### src/rtl/shift_sequencer_pkg.sv
`default_nettype none
// ============================================================================
// Module      : shift_sequencer_pkg
// Description : Shared constants, op/state/fill encodings and bit-reverse
//               helper for the multi-cycle shift sequencer.
// Revision    : 1.0 - initial release
// ============================================================================
package shift_sequencer_pkg;

    localparam int WIDTH = 32;  // datapath width; only 32 is supported
    localparam int SHW   = 5;   // shift-amount width == number of stages

    typedef enum logic [1:0] {
        OP_SRL = 2'b00,
        OP_SRA = 2'b01,
        OP_SLL = 2'b10,
        OP_ROR = 2'b11
    } op_e;

    typedef enum logic [1:0] {
        ST_IDLE    = 2'd0,
        ST_SHIFT   = 2'd1,
        ST_REV_OUT = 2'd2,
        ST_DONE    = 2'd3
    } state_e;

    // How the vacated high bits of a stage are filled
    typedef enum logic [1:0] {
        FILL_ZERO = 2'd0,
        FILL_SIGN = 2'd1,
        FILL_ROT  = 2'd2
    } fill_e;

    // Bit reversal lets the right-only core also serve left shifts
    function automatic logic [WIDTH-1:0] reverse(input logic [WIDTH-1:0] x);
        logic [WIDTH-1:0] r;
        for (int i = 0; i < WIDTH; i++) begin
            r[i] = x[WIDTH-1-i];
        end
        return r;
    endfunction

endpackage
`default_nettype wire

### src/rtl/shift_stage.sv
`default_nettype none
// ============================================================================
// Module      : shift_stage
// Description : One combinational right-shift stage of 2^stage bits with
//               zero, sign or rotate fill; passes work through when disabled.
// Revision    : 1.0 - initial release
// ============================================================================
module shift_stage
    import shift_sequencer_pkg::*;
(
    input  logic [WIDTH-1:0] i_work,
    input  logic [2:0]       i_stage,
    input  logic             i_en,
    input  fill_e            i_fill,
    input  logic             i_sign,
    output logic [WIDTH-1:0] o_work
);

    logic [5:0]       w_amt;
    logic [WIDTH-1:0] w_shr;
    logic [WIDTH-1:0] w_hi_mask;
    logic [WIDTH-1:0] w_wrap;

    // Stage index only ranges 0..SHW-1, so the amount never exceeds 16
    assign w_amt     = 6'd1 << i_stage;
    assign w_shr     = i_work >> w_amt;
    assign w_hi_mask = ~({WIDTH{1'b1}} >> w_amt);
    assign w_wrap    = i_work << (6'd32 - w_amt);

    // Select the fill for the vacated high bits, or bypass the stage
    always_comb begin
        o_work = i_work;
        if (i_en) begin
            case (i_fill)
                FILL_SIGN: o_work = w_shr | (w_hi_mask & {WIDTH{i_sign}});
                FILL_ROT:  o_work = w_shr | w_wrap;
                default:   o_work = w_shr;
            endcase
        end
    end

endmodule
`default_nettype wire

### src/rtl/shift_sequencer.sv
`default_nettype none
// ============================================================================
// Module      : shift_sequencer
// Description : Handshaked multi-cycle 32-bit shifter (SRL/SRA/SLL/ROR).
//               One log-stage per clock; SLL is done by reversing the
//               operand in and the result out around a right-only core.
// Revision    : 1.0 - initial release
// ============================================================================
module shift_sequencer
    import shift_sequencer_pkg::*;
(
    input  logic             clk,
    input  logic             rst_n,
    input  logic             start,
    input  logic [1:0]       op,
    input  logic [WIDTH-1:0] data_in,
    input  logic [SHW-1:0]   shamt,
    output logic             ready,
    output logic             busy,
    output logic             done,
    output logic [WIDTH-1:0] result
);

    state_e           r_state;
    op_e              r_op;
    logic [SHW-1:0]   r_shamt;
    logic             r_sign;
    logic [WIDTH-1:0] r_work;
    logic [2:0]       r_cnt;
    logic [WIDTH-1:0] r_result;
    logic             r_done;

    fill_e            w_fill;
    logic [WIDTH-1:0] w_next;

    // Fill policy follows the latched op; SLL behaves as SRL on reversed data
    always_comb begin
        w_fill = FILL_ZERO;
        case (r_op)
            OP_SRA:  w_fill = FILL_SIGN;
            OP_ROR:  w_fill = FILL_ROT;
            default: w_fill = FILL_ZERO;
        endcase
    end

    shift_stage u_stage (
        .i_work  (r_work),
        .i_stage (r_cnt),
        .i_en    (r_shamt[r_cnt]),
        .i_fill  (w_fill),
        .i_sign  (r_sign),
        .o_work  (w_next)
    );

    // Control FSM, stage counter and datapath registers
    always_ff @(posedge clk or negedge rst_n) begin
        if (!rst_n) begin
            r_state  <= ST_IDLE;
            r_op     <= OP_SRL;
            r_shamt  <= '0;
            r_sign   <= 1'b0;
            r_work   <= '0;
            r_cnt    <= '0;
            r_result <= '0;
            r_done   <= 1'b0;
        end else begin
            case (r_state)
                ST_IDLE: begin
                    if (start) begin
                        r_op    <= op_e'(op);
                        r_shamt <= shamt;
                        r_sign  <= data_in[WIDTH-1];
                        r_work  <= (op_e'(op) == OP_SLL) ? reverse(data_in) : data_in;
                        r_cnt   <= '0;
                        r_state <= ST_SHIFT;
                    end
                end
                ST_SHIFT: begin
                    r_work <= w_next;
                    r_cnt  <= r_cnt + 3'd1;
                    if (r_cnt == 3'(SHW-1)) begin
                        r_state <= ST_REV_OUT;
                    end
                end
                ST_REV_OUT: begin
                    r_result <= (r_op == OP_SLL) ? reverse(r_work) : r_work;
                    r_done   <= 1'b1;
                    r_state  <= ST_DONE;
                end
                ST_DONE: begin
                    // start is deliberately ignored here
                    r_done  <= 1'b0;
                    r_state <= ST_IDLE;
                end
                default: begin
                    r_state <= ST_IDLE;
                end
            endcase
        end
    end

    assign ready  = (r_state == ST_IDLE);
    assign busy   = (r_state != ST_IDLE);
    assign done   = r_done;
    assign result = r_result;

endmodule
`default_nettype wire

### config.mk
export PLATFORM = sky130hd
export DESIGN_NAME = shift_sequencer
export DESIGN_NICKNAME = d
export VERILOG_FILES = /design/src/rtl/shift_sequencer_pkg.sv /design/src/rtl/shift_stage.sv /design/src/rtl/shift_sequencer.sv
export SDC_FILE = /design/constraint.sdc
export NUM_CORES = 1
export LEC_CHECK = 0
export ABC_AREA = 1
export CELL_PAD_IN_SITES_DETAIL_PLACEMENT = 1
export CELL_PAD_IN_SITES_GLOBAL_PLACEMENT = 1
export CORE_UTILIZATION = 30
export CTS_CLUSTER_DIAMETER = 40
export DETAILED_ROUTE_END_ITERATION = 8
export PLACE_DENSITY = 0.69
export SYNTH_ARGS = -nofsm -noshare
export SYNTH_HDL_FRONTEND = slang
export SYNTH_SLANG_ARGS = --single-unit
### constraint.sdc
create_clock -name clk -period 7.32 [get_ports clk]
set_clock_uncertainty 0.1 [all_clocks]
set_input_delay 2.196 -clock clk [delete_from_list [all_inputs] [get_ports clk]]
set_output_delay 2.196 -clock clk [all_outputs]
set_load 0.005 [all_outputs]
==> impl_metrics.csv, run 1 <==
group,metric,value,unit
yosys,synth-edff-count,0,
critical_path,start_kind,"flop",
clocking,cts.sinks,78,
sta,fin_tns_setup,0,ps
detailed_routing,via_per_inst,5.61,
sta,drv_slew,0,
yosys,async_reset_ff_share,100,%
cells_and_area,antenna_cells,0,
global_routing,gr-total-overflow,0,
clocking,tritoncts,"yes",
clocking,hold_buffers,0,
place,io_buffers,76,
sta,setup_viol,0,
floorplan,start_util,30.6,%
sta,slew_headroom,23.1,%
yosys,synth_most_common_cell,"nand2_1",
clocking,insertion_delay,370,ps
floorplan,fp.dieH,165,um
floorplan,die_w,165,um
cells_and_area,areaGrowthSynthToFinish,16.2,%
critical_path,slowest_stage,"inv_1",
detailed_routing,drc,0,
detailed_routing,ant_nets,0,
yosys,synth_top_area_share,26.6,%
critical_path,slowest_delay,880,ps
critical_path,worst_ep_arrival_time,4950,ps
critical_path,end_kind,"flop",
yosys,synth_common_cells,"nand2_1 (563), nand3_1 (284), a21oi_1 (108)",
detailed_routing,drt_iter0_drc,848,
yosys,netlist_area,0.00794,mm^2
global_routing,grt_antenna_before_repair,1,
yosys,synth.net_count,1472,
critical_path,required,7530,ps
yosys,yosys_warnings,0,
yosys,postSynthAreaPerCell,5.60,um^2
clocking,clk_pin_slew,70,ps
yosys,yosys_register_bits,78,
sta,post-route-period-util,64.9,%
sta,worst_pin_slew,1150,ps
flow_run,drv_cap,0,
yosys,synth_area_leaders,"nand2_1 (27%), dfrtp_1 (25%), nand3_1 (18%)",
sta,min_period,4750,ps
global_routing,track_usage,31.3,%
detailed_routing,drt_wl_total,41500,um
floorplan,row_count,59,
min_path,hp-class,"reg2reg",
clocking,cts_resized,0,
global_routing,grt_pass1_vias,9774,
global_routing,grt_max_degree,65,
yosys,yosysSeqAreaShare,24.6,%
clocking,cts_inserted_buffers,9,
critical_path,critical_path_class,"reg2reg",
global_routing,grt_first_pass_wirelength,62300,um
sta,rsz0062_at_grt,"no",
sta,hold_viol,0,
floorplan,dieArea,0.0271,mm^2
cells_and_area,drive_above_1_share,4.29,%
place,place_congestion,0.989,
sta,max_freq,211,MHz
cells_and_area,nets,1494,
detailed_routing,drt-pass1-iter-count,5,
cells_and_area,fillerInstances,3542,
yosys,synth_area_leader_cell,"nand2_1",
detailed_routing,wl_per_cell,23.3,um
place,detailed_place_hpwl,32100,um
yosys,yosys_most_used_dff,"dfrtp_1",
clocking,htreeDepth,3,
floorplan,io_pins,77,
floorplan,fp.coreArea,0.0260,mm^2
outcome,outcome,"completed",
yosys,netlist_instances,1417,
critical_path,reg2reg_slack,2570,ps
clocking,cts_root_buf,"clkbuf_16",
detailed_routing,via_count,9973,
clocking,clk_path_buf_depth,2,
clocking,cts_setup_buffers,0,
yosys,ys_types,34,
critical_path,path_cells,"inv_1, ha_1, buf_4, nand2_2, buf_4, ha_1, buf_4, inv_1, nand3_1, nand3_1, nand2_1, nand2_1, nand3_1, a21oi_1, o21ai_1, nand2_1",
critical_path,critPathMaxFanout,42,
-- metrics by stage --
step / instances / utilization, % / setup WS (ps) / hold WS, ps / area, um^2
global route: 1779 / 35.5 / 2430 / 405 / 9220
CTS: 1779 / 35.5 / 2670 / 384 / 9220
floorplan: 1417 / - / 3970 / 353 / 7940
finish: 1779 / 35.5 / 2570 / 383 / 9220
global placement: 1763 / 34.2 / 2750 / 363 / 8900
detailed placement: 1763 / 34.2 / 2680 / 365 / 8900
-- worst max-delay path: cells and delay by family, from the launching register on --
kind | cells | cell delay (ps)
simple gates | 7 | 1140
flops | 1 | 430
fa+ha+maj | 2 | 560
compound gates | 2 | 430
buf+inv | 5 | 1980
-- area by class of cell --
class | instances | area, um^2 | area share, %
Inverter | 107 | 404 | 4.38
Multi-Input combinational cell | 1150 | 5240 | 56.8
Timing Repair Buffer | 93 | 886 | 9.61
Clock buffer | 10 | 229 | 2.48
Tap cell | 335 | 419 | 4.55
Sequential cell | 78 | 1950 | 21.2
Clock inverter | 6 | 92.6 | 1.00
-- cells in the final DEF, fill, tap and decap left out, drive strengths merged --
cell           count
a21oi            108
a31oi              4
and2               2
and3               1
buf               18
bufinv             2
clkbuf            10
clkdlybuf4s50     75
clkinv             5
clkinvlp           2
dfrtp             78
ha                13
inv              104
mux2               5
nand2            569
nand3            285
nand4              2
nor2              44
nor3               2
o211ai             2
o21ai            108
o22ai              2
o31ai              1
or2                1
xor2               1
-- state kept, by name, indices dropped and copies added (netlist names) --
signal / cells
r_work: 32
result: 32
r_shamt: 5
r_cnt: 3
r_op: 2
r_state: 2
done: 1
r_sign: 1
-- per-layer routing --
layer | up-vias | part of all wire, % | track usage (%)
met5 | - | 0.029 | 0
met4 | 2 | 5.1 | 15.0
met3 | 90 | 5.9 | 4.97
met2 | 373 | 44 | 49.3
met1 | 4826 | 45 | 41.6
li1 | 4682 | - | -
-- worst paths after layout --
path | start | endpoint | cells after the start
worst max-delay path | r_cnt[0] | r_work[9] | 16
worst min-delay path | result[11] | result[11] | 2
worst max register to register | r_cnt[0] | r_work[9] | 16
worst min register to register | result[11] | result[11] | 2
min in group asynchronous | rst_n | result[31] | 1
max in group asynchronous | rst_n | r_work[31] | 2
-- kinds of logic after synthesis --
group / share of synthesized area (%)
and+or+nand+nor: 48.3
muxes: 0.709
DFF: 24.6
xor gates and xnor gates: 0.347
adders and majority gates: 2.05
AOI/OAI and AO/OA: 14.5
buffers and inverters: 9.58
Power of run 1 is not shown: default switching activity piles up to over one toggle a cycle in this logic, so the estimate is an artifact.
==> run 2: changes to the inputs <==
--- a/config.mk
+++ b/config.mk
@@ -11,7 +11,7 @@
 export CORE_UTILIZATION = 30
 export CTS_CLUSTER_DIAMETER = 40
 export DETAILED_ROUTE_END_ITERATION = 8
-export PLACE_DENSITY = 0.69
+export PLACE_DENSITY = 0.72
 export SYNTH_ARGS = -nofsm -noshare
 export SYNTH_HDL_FRONTEND = slang
 export SYNTH_SLANG_ARGS = --single-unit
==> constraint.sdc (replaced) <==
create_clock -name clk -period 4.3 [get_ports clk]
set_clock_uncertainty 0.1 [all_clocks]
set_input_delay 1.29 -clock clk [delete_from_list [all_inputs] [get_ports clk]]
set_output_delay 1.29 -clock clk [all_outputs]
set_load 0.005 [all_outputs]
==> run 2 against run 1 <==
  * Worst hold slack improved by 1.6 ps
  * Die area unchanged
  * Critical path type unchanged
  * Routed wire length decreased by 1.7%
  * Maximum frequency increased by 30%
  * Global-route usage decreased by 0.32 points
  * Sequential cell count unchanged
  * Setup slack got worse by 1900 ps
  * First-iteration DRC count increased by 1.8%
  * Highest routed layer is now met4
==> impl_metrics.csv, run 2 (synthesis gave the netlist of run 1 again) <==
group,metric,value,unit
sta,post-route-period-util,85.3,%
clocking,cts_setup_buffers,0,
min_path,hp-class,"reg2reg",
critical_path,worst_ep_arrival_time,3860,ps
critical_path,reg2reg_depth,14,
detailed_routing,drc,0,
floorplan,fp.coreArea,0.0260,mm^2
min_path,min_path_cells,2,
detailed_routing,via_per_inst,5.67,
detailed_routing,via_count,10100,
critical_path,end_kind,"flop",
clocking,insertion_delay,350,ps
cells_and_area,areaGrowthSynthToFinish,16.5,%
clocking,cts_root_buf,"clkbuf_16",
sta,min_period,3670,ps
critical_path,r2r_end,"r_work[15]",
sta,drv_slew,0,
global_routing,grt_antenna_before_repair,0,
global_routing,gr-total-overflow,0,
clocking,clk_pin_slew,70,ps
clocking,htreeDepth,3,
detailed_routing,drt_iter0_drc,863,
min_path,hold_end,"result[14]",
global_routing,grt_max_degree,79,
critical_path,slowest_stage,"clkinv_1",
detailed_routing,drt_wl_total,40800,um
cells_and_area,drive_above_1_share,4.89,%
clocking,clk_path_buf_depth,2,
critical_path,critPathMaxFanout,22,
sta,fin_tns_setup,0,ps
detailed_routing,wl_per_cell,22.8,um
global_routing,track_usage,31.0,%
flow_run,drv_cap,0,
cells_and_area,nets,1503,
place,detailed_place_hpwl,32000,um
sta,rsz0062_at_grt,"no",
critical_path,start_kind,"flop",
global_routing,grt_first_pass_wirelength,62300,um
place,place_congestion,1.01,
critical_path,path_cells,"inv_1, ha_1, nand2_2, ha_1, inv_1, ha_1, clkinv_1, nand3_1, nand3_1, nand2_1, nand2_1, a21oi_1, o21ai_0, nand2_1",
clocking,tritoncts,"yes",
cells_and_area,mostFrequentLayoutCell,"nand2_1",
cells_and_area,final_cell_mix,"nand2_1 (562), nand3_1 (284), a21oi_1 (108)",
floorplan,dieArea,0.0271,mm^2
critical_path,slowest_delay,580,ps
critical_path,critical_path_class,"reg2reg",
sta,setup_viol,0,
floorplan,start_util,30.6,%
floorplan,fp.dieH,165,um
sta,worst_pin_slew,1130,ps
detailed_routing,drt-pass1-iter-count,5,
floorplan,row_count,59,
critical_path,required,4490,ps
clocking,cts.sinks,78,
clocking,cts_inserted_buffers,9,
clocking,hold_buffers,0,
detailed_routing,ant_nets,0,
sta,slew_headroom,24.6,%
critical_path,reg2reg_slack,630,ps
place,io_buffers,76,
sta,max_freq,273,MHz
floorplan,die_w,165,um
critical_path,r2r-start,"r_cnt[1]",
sta,hold_viol,0,
floorplan,io_pins,77,
sta,setup_ws,634,ps
clocking,cts_resized,0,
global_routing,grt_pass1_vias,10100,
place,dpl_worst_slack,476,ps
outcome,outcome,"completed",
critical_path,worstSetupStartpoint,"r_cnt[1]",
min_path,min_from,"result[14]",
==> run 2: stage by stage <==
stage | utilization (%) | area (um^2) | cells | hold slack (ps)
after global placement | 34.6 | 8980 | 1772 | 366
after floorplan | - | 7940 | 1417 | 353
after detailed placement | 34.6 | 8980 | 1772 | 373
after global routing | 35.6 | 9240 | 1787 | 414
after CTS | 35.6 | 9240 | 1787 | 392
final | 35.6 | 9250 | 1788 | 385
==> run 2: worst max-delay path: cells and delay by family, from the launching register on <==
family,cells,cell delay [ps]
simple gates,6,950
fa+ha+maj,3,830
buf+inv,3,770
compound gates,2,560
flops,1,400
==> run 2: area by class of cell <==
| type | instances | area [um^2] |
|---|---|---|
| clock inverters | 6 | 37.5 |
| inverters | 107 | 404 |
| multi-input cells | 1150 | 5240 |
| repair buffers | 102 | 966 |
| fillers | 3540 | 16700 |
| diodes | 1 | 2.50 |
| clock buffers | 9 | 225 |
| flip-flops and latches | 78 | 1950 |
| well taps | 335 | 419 |
==> run 2: worst max path at each step <==
stage / endpoint / slack [ps] / depth (start not counted)
5_1_grt: r_work[15] / 410 / 14
2_1_floorplan: r_work[27] / 1290 / 19
4_1_cts: r_work[15] / 640 / 14
3_5_place_dp: r_work[12] / 480 / 8
6_report: r_work[15] / 630 / 14
3_3_place_gp: r_work[9] / 530 / 7
==> run 2: layer usage <==
layer	share of wire (%)	global-route usage [%]	vias up	wire [um]
met1	43	40.8	4866	17500
li1	-	-	4692	-
met4	5.4	15.4	0	2190
met3	7.9	5.52	110	3230
met2	44	48.6	466	17900
met5	0	0	-	0
Power of run 2 is left out for the same reason.
